`config.mk`:
```
export PLATFORM = sky130hd
export DESIGN_NAME = add_reduce
export DESIGN_NICKNAME = d
export VERILOG_FILES = /design/src/rtl/add_reduce.sv
export SDC_FILE = /design/constraint.sdc
export NUM_CORES = 1
export LEC_CHECK = 0
export ABC_AREA = 0
export CAP_MARGIN = 20
export CORE_ASPECT_RATIO = 0.7
export CORE_MARGIN = 2
export CORE_UTILIZATION = 40
export DETAILED_ROUTE_END_ITERATION = 12
export HOLD_SLACK_MARGIN = 0.03
export PLACE_DENSITY = 0.74
export SLEW_MARGIN = 20
export SYNTH_ARGS = -nofsm -noshare
export SYNTH_HDL_FRONTEND = slang
export SYNTH_SLANG_ARGS = --single-unit
```
`constraint.sdc`:
```
create_clock -name clk -period 3.1 [get_ports clk]
set_input_delay 0.62 -clock clk [delete_from_list [all_inputs] [get_ports clk]]
set_output_delay 0.62 -clock clk [all_outputs]
set_load 0.05 [all_outputs]
```
`src/rtl/add_reduce.sv`:
```
// rtl/add_reduce.sv - multi-cycle operand reduction using up to N_ADD adders per step
//
// Purpose:
//   Loads N_IN operands on r_enable, then folds them pairwise, at most N_ADD
//   additions per cycle, until one value is left. That value becomes
//   result, and w_enable pulses for one cycle.
//
// Ports:
//   clk        - clock, rising edge
//   rst        - asynchronous active-high reset
//   r_enable   - start strobe; loads init_data and (re)starts a job
//   init_data  - N_IN operands, operand i at [i*IN_W +: IN_W]
//   busy       - high from load until the DONE cycle inclusive
//   w_enable   - one-cycle pulse, result valid
//   result     - job sum, held until the next w_enable
//   sat_flag   - (ADD_REDUCE_SAT_EN only) some addition in the job clamped
//
// Configuration:
//   ADD_REDUCE_SAT_EN - when defined, additions clamp to all-ones on
//                       carry-out and sat_flag is present; otherwise
//                       additions wrap modulo 2^OUT_W.

module add_reduce #(
    parameter int N_IN  = 7,
    parameter int IN_W  = 10,
    parameter int OUT_W = 13,
    parameter int N_ADD = 2
) (
    input  logic                 clk,
    input  logic                 rst,
    input  logic                 r_enable,
    input  logic [N_IN*IN_W-1:0] init_data,
    output logic                 busy,
    output logic                 w_enable,
    output logic [OUT_W-1:0]     result
`ifdef ADD_REDUCE_SAT_EN
    ,
    output logic                 sat_flag
`endif
);

    localparam int K_W   = $clog2(N_IN + 1);
    localparam int IDX_W = (N_IN > 1) ? $clog2(N_IN) : 1;
    // At most this many adders can ever be busy, whatever k is.
    localparam int PAIRS = (N_ADD < N_IN / 2) ? N_ADD : N_IN / 2;

    typedef enum logic [1:0] {
        S_IDLE = 2'd0,
        S_RUN  = 2'd1,
        S_DONE = 2'd2
    } state_t;

    state_t           r_state;
    state_t           w_state_nxt;
    logic [K_W-1:0]   r_k;
    logic [OUT_W-1:0] r_slot     [N_IN];
    logic [OUT_W-1:0] w_slot_nxt [N_IN];
    logic [OUT_W-1:0] r_result;
    int               w_k;
    int               w_p;
`ifdef ADD_REDUCE_SAT_EN
    logic             r_sat;
    logic             w_step_sat;
    logic [OUT_W:0]   w_sum;
`endif

    // ---------------- FSM: state register ----------------
    always_ff @(posedge clk or posedge rst) begin
        if (rst) begin
            r_state <= S_IDLE;
        end else begin
            r_state <= w_state_nxt;
        end
    end

    // ---------------- FSM: next state ----------------
    // A start strobe wins in every state, so it discards any job in flight.
    always_comb begin
        w_state_nxt = S_IDLE;
        if (r_enable) begin
            w_state_nxt = S_RUN;
        end else begin
            case (r_state)
                S_RUN:   w_state_nxt = (r_k <= K_W'(1)) ? S_DONE : S_RUN;
                S_DONE:  w_state_nxt = S_IDLE;
                default: w_state_nxt = S_IDLE;
            endcase
        end
    end

    // ---------------- FSM: outputs ----------------
    always_comb begin
        busy     = (r_state != S_IDLE);
        w_enable = (r_state == S_DONE);
    end

    assign result = r_result;
`ifdef ADD_REDUCE_SAT_EN
    assign sat_flag = r_sat;
`endif

    // ---------------- one reduction step ----------------
    // Live values occupy slots 0..k-1. The first 2p slots are summed pairwise
    // into slots 0..p-1. The leftover k-2p values slide down to sit right
    // behind the sums. Slots at and above the new k are don't-care.
    always_comb begin
        w_k = 32'(r_k);
        w_p = (w_k / 2 < N_ADD) ? (w_k / 2) : N_ADD;
`ifdef ADD_REDUCE_SAT_EN
        w_step_sat = 1'b0;
        w_sum      = '0;
`endif
        for (int d = 0; d < N_IN; d++) begin
            w_slot_nxt[IDX_W'(d)] = r_slot[IDX_W'(d)];
        end
        for (int i = 0; i < PAIRS; i++) begin
            if (i < w_p) begin
`ifdef ADD_REDUCE_SAT_EN
                w_sum = {1'b0, r_slot[IDX_W'(2 * i)]} + {1'b0, r_slot[IDX_W'(2 * i + 1)]};
                if (w_sum[OUT_W]) begin
                    w_slot_nxt[IDX_W'(i)] = '1;
                    w_step_sat            = 1'b1;
                end else begin
                    w_slot_nxt[IDX_W'(i)] = w_sum[OUT_W-1:0];
                end
`else
                w_slot_nxt[IDX_W'(i)] = r_slot[IDX_W'(2 * i)] + r_slot[IDX_W'(2 * i + 1)];
`endif
            end
        end
        for (int d = 0; d < N_IN; d++) begin
            if (d >= w_p && d < w_k - w_p) begin
                w_slot_nxt[IDX_W'(d)] = r_slot[IDX_W'(d + w_p)];
            end
        end
    end

    // ---------------- datapath registers ----------------
    always_ff @(posedge clk or posedge rst) begin
        if (rst) begin
            for (int d = 0; d < N_IN; d++) begin
                r_slot[IDX_W'(d)] <= '0;
            end
            r_k      <= '0;
            r_result <= '0;
`ifdef ADD_REDUCE_SAT_EN
            r_sat    <= 1'b0;
`endif
        end else if (r_enable) begin
            for (int d = 0; d < N_IN; d++) begin
                r_slot[IDX_W'(d)] <= OUT_W'(init_data[d*IN_W +: IN_W]);
            end
            r_k <= K_W'(N_IN);
`ifdef ADD_REDUCE_SAT_EN
            r_sat <= 1'b0;
`endif
        end else if (r_state == S_RUN) begin
            if (r_k > K_W'(1)) begin
                for (int d = 0; d < N_IN; d++) begin
                    r_slot[IDX_W'(d)] <= w_slot_nxt[IDX_W'(d)];
                end
                r_k <= r_k - K_W'(w_p);
`ifdef ADD_REDUCE_SAT_EN
                r_sat <= r_sat | w_step_sat;
`endif
            end else begin
                r_result <= r_slot[0];
            end
        end
    end

endmodule

```
==> impl_metrics.json <==
{
  "leakage_nw": 2.531,
  "max_slew.worst_pin.slew_ns": 0.9126,
  "drt_pass1_iterations": 5,
  "io_pins": 88,
  "routabilityCongestion": 0.9211,
  "synth-edff-count": 0,
  "slowest_stage": "nor2_2",
  "yosysTopAreaCell": "dfrtp_1",
  "wl_per_cell_um": 17.30,
  "clk_pin_slew_ns": 0.06,
  "dp_hpwl_um": 9457,
  "diodes": 0,
  "rows": 34,
  "antenna_found_initial": 0,
  "netlist.area_leader.share": 0.3529,
  "criticalPathCategory": "register to register",
  "syn_inst": 532,
  "synth_cell_types": 60,
  "cp-end-kind": "register",
  "die-area_um2": 13330,
  "port_buffers": 57,
  "grt_pass1_vias": 4452,
  "path_buf_inv": 0,
  "setup_tns_ns": 0,
  "fillers": 1166,
  "synthToLayoutAreaGrowth_pct": 21.00,
  "hp-class": "register to register",
  "syn_area_um2": 4964,
  "synth_nets": 637,
  "routed_wl_um": 12920,
  "avgSynthCellArea_um2": 9.330,
  "finish.instance_area_um2": 6006,
  "num_vias": 4394,
  "nets": 685,
  "crit_fanout": 13,
  "crit_required_ns": 3.36,
  "worstSkewPairLatency_ns": 0.34,
  "drt_iter0_drc": 392,
  "ctsResizeCount": 0,
  "h-tree-depth": 3,
  "cts_tree": "done",
  "fp.coreArea_um2": 12250,
  "crit_path_frequent_cell": "ha_1",
  "path_cells": "ha_1 > ha_1 > xnor2_1 > nand2b_1 > nand2_1 > nor2_2 > a22oi_1 > o21ai_0",
  "cap_viol_max_count": 0,
  "drcViolationCount": 0,
  "drive_gt1_frac": 0.1265,
  "cts_buffers": 9,
  "final_cell_mix": "dfrtp_1, clkdlybuf4s50_1, nand2_1, nor2_1, o21ai_0",
  "fin_crit_ns": 2.599,
  "grt_pass1_wl_um": 21730,
  "final_min_period_over_clock_period": 0.8385,
  "vias_per_cell": 5.882,
  "cts_root_buffer": "clkbuf_16",
  "cts_buffer_depth": 2,
  "ctsHoldBuffers": 0,
  "slew_headroom": 0.3916,
  "placed_area_um2": 5703,
  "finalHoldViolations": 0,
  "clock-sinks": 70,
  "slowest_delay_ns": 0.58,
  "die_w_um": 137.1,
  "fmax_mhz": 384.7,
  "rsz0062_at_grt": "no",
  "die_h_um": 97.20,
  "seq_area_frac_synth": 0.3529,
  "grt_usage": 0.2068,
  "initial_core_util": 0.4051,
  "grt_max_degree": 71,
  "synthTopCellsByArea": "dfrtp_1, ha_1, mux2_2",
  "mostFrequentLayoutCell": "dfrtp_1",
  "grt_overflow": 0,
  "crit_arrival_ns": 2.86,
  "finalSetupViolCount": 0,
  "async_reset_ff_frac": 1.000,
  "cp_top_family": "simple AND/OR/NAND/NOR gates",
  "final_antenna_net_count": 0,
  "slew_viol_final": 0,
  "synth.ff_latch_count": 70,
  "startpoint_type": "register",
  "status": "finished clean",
  "finalClockSkew_ns": 0.007951,
  "p_per_area_nw_per_um2": 1162,
  "peakVddDrop_mv": 0.5647,
  "yosysWarningCount": 39,
  "ys.flop_type": "dfrtp_1",
  "cts_setup_buffers": 0
}
-- per-stage QoR --
| step | hold WS (ns) | total power (W) | cells | setup slack, ns | util |
|---|---|---|---|---|---|
| 3_3_place_gp | 0.4714 | 0.005692 | 730 | 0.6265 | 0.4649 |
| 6_report | 0.4844 | 0.006980 | 747 | 0.5007 | 0.4902 |
| 3_5_place_dp | 0.4769 | 0.005838 | 731 | 0.5535 | 0.4655 |
| 4_1_cts | 0.4888 | 0.006944 | 747 | 0.5321 | 0.4902 |
| 2_1_floorplan | 0.4588 | 0.004777 | 532 | 0.7118 | - |
| 5_1_grt | 0.5099 | 0.007500 | 747 | 0.2891 | 0.4902 |
-- worst paths after layout --
kind / end / start / cells after the start / slack (ns)
max in group asynchronous: result[9]$_DFFE_PP0P_ / rst / 3 / 2.11
hold reg to reg: r_k[0]$_DFFE_PP0P_ / r_k[0]$_DFFE_PP0P_ / 1 / 0.48
min in group asynchronous: result[4]$_DFFE_PP0P_ / rst / 3 / 0.66
setup / recovery: r_slot[59]$_DFFE_PP0P_ / r_k[1]$_DFFE_PP0P_ / 8 / 0.50
setup reg to reg: r_slot[59]$_DFFE_PP0P_ / r_k[1]$_DFFE_PP0P_ / 8 / 0.50
hold / removal: r_k[0]$_DFFE_PP0P_ / r_k[0]$_DFFE_PP0P_ / 1 / 0.48
-- flip-flops by register name (all words and copies together), names as in the netlist --
name,count
r_k,3
r_slot,52
r_state,2
result,13
-- worst register-to-register path: stages, from the launching register on --
cell and delay (ns):
dfrtp_1 0.43, ha_1 0.24, ha_1 0.23, xnor2_1 0.15
nand2b_1 0.25, nand2_1 0.25, nor2_2 0.58, a22oi_1 0.21
o21ai_0 0.18
-- cells in the mapped netlist (8+ instances only) --
cell type  instances
a21oi_1           28
a221oi_1          10
a22oi_1           14
buf_2             12
clkbuf_1          14
dfrtp_1           70
ha_1              30
inv_1             11
mux2_2            23
mux2i_1           12
mux4_2             8
nand2_1           51
nor2_1            48
nor2b_1            8
nor3_1            11
o21ai_0           48
o21ai_1           17
xnor2_1           15
-- cell families (layout without fill, tap and decap cells) --
kind of cell	Yosys count	after routing	share of synthesized area
XOR/XNOR	20	20	0.03529
flip-flops	70	70	0.3529
AO/OA/AOI/OAI	167	167	0.2198
AND/OR/NAND/NOR	153	153	0.1449
buffers and inverters	45	98	0.04008
multiplexers	45	45	0.1233
adder cells (fa/ha/maj)	32	32	0.08369
-- power by group --
group          internal, W  total [W]  switching, W
logic              0.00177    0.00428       0.00251
clock network     0.000666    0.00106      0.000395
registers          0.00127    0.00164      0.000368
total              0.00371    0.00698       0.00327
-- layout make-up --
| cell class | count | area, um^2 | share of cell area |
|---|---|---|---|
| clock buffers | 13 | 260.3 | 0.04333 |
| clock inverters | 3 | 42.54 | 0.007083 |
| inverters | 12 | 45.04 | 0.007500 |
| multi-input cells | 417 | 3028 | 0.5042 |
| flip-flops and latches | 70 | 1752 | 0.2917 |
| well taps | 162 | 202.7 | 0.03375 |
| repair buffers | 70 | 675.6 | 0.1125 |
-- metal layers --
layer  part of all wire  GRT usage  routed length [um]  up-vias
met5                  0          0                   0        -
li1                   -          -                   -     2059
met3              0.065    0.04225                 845       22
met4              0.015    0.06503                 197        0
met1               0.46     0.2862                5923     2140
met2               0.46     0.3245                5955      173
No activity file was read; power rests on OpenSTA's default activity.
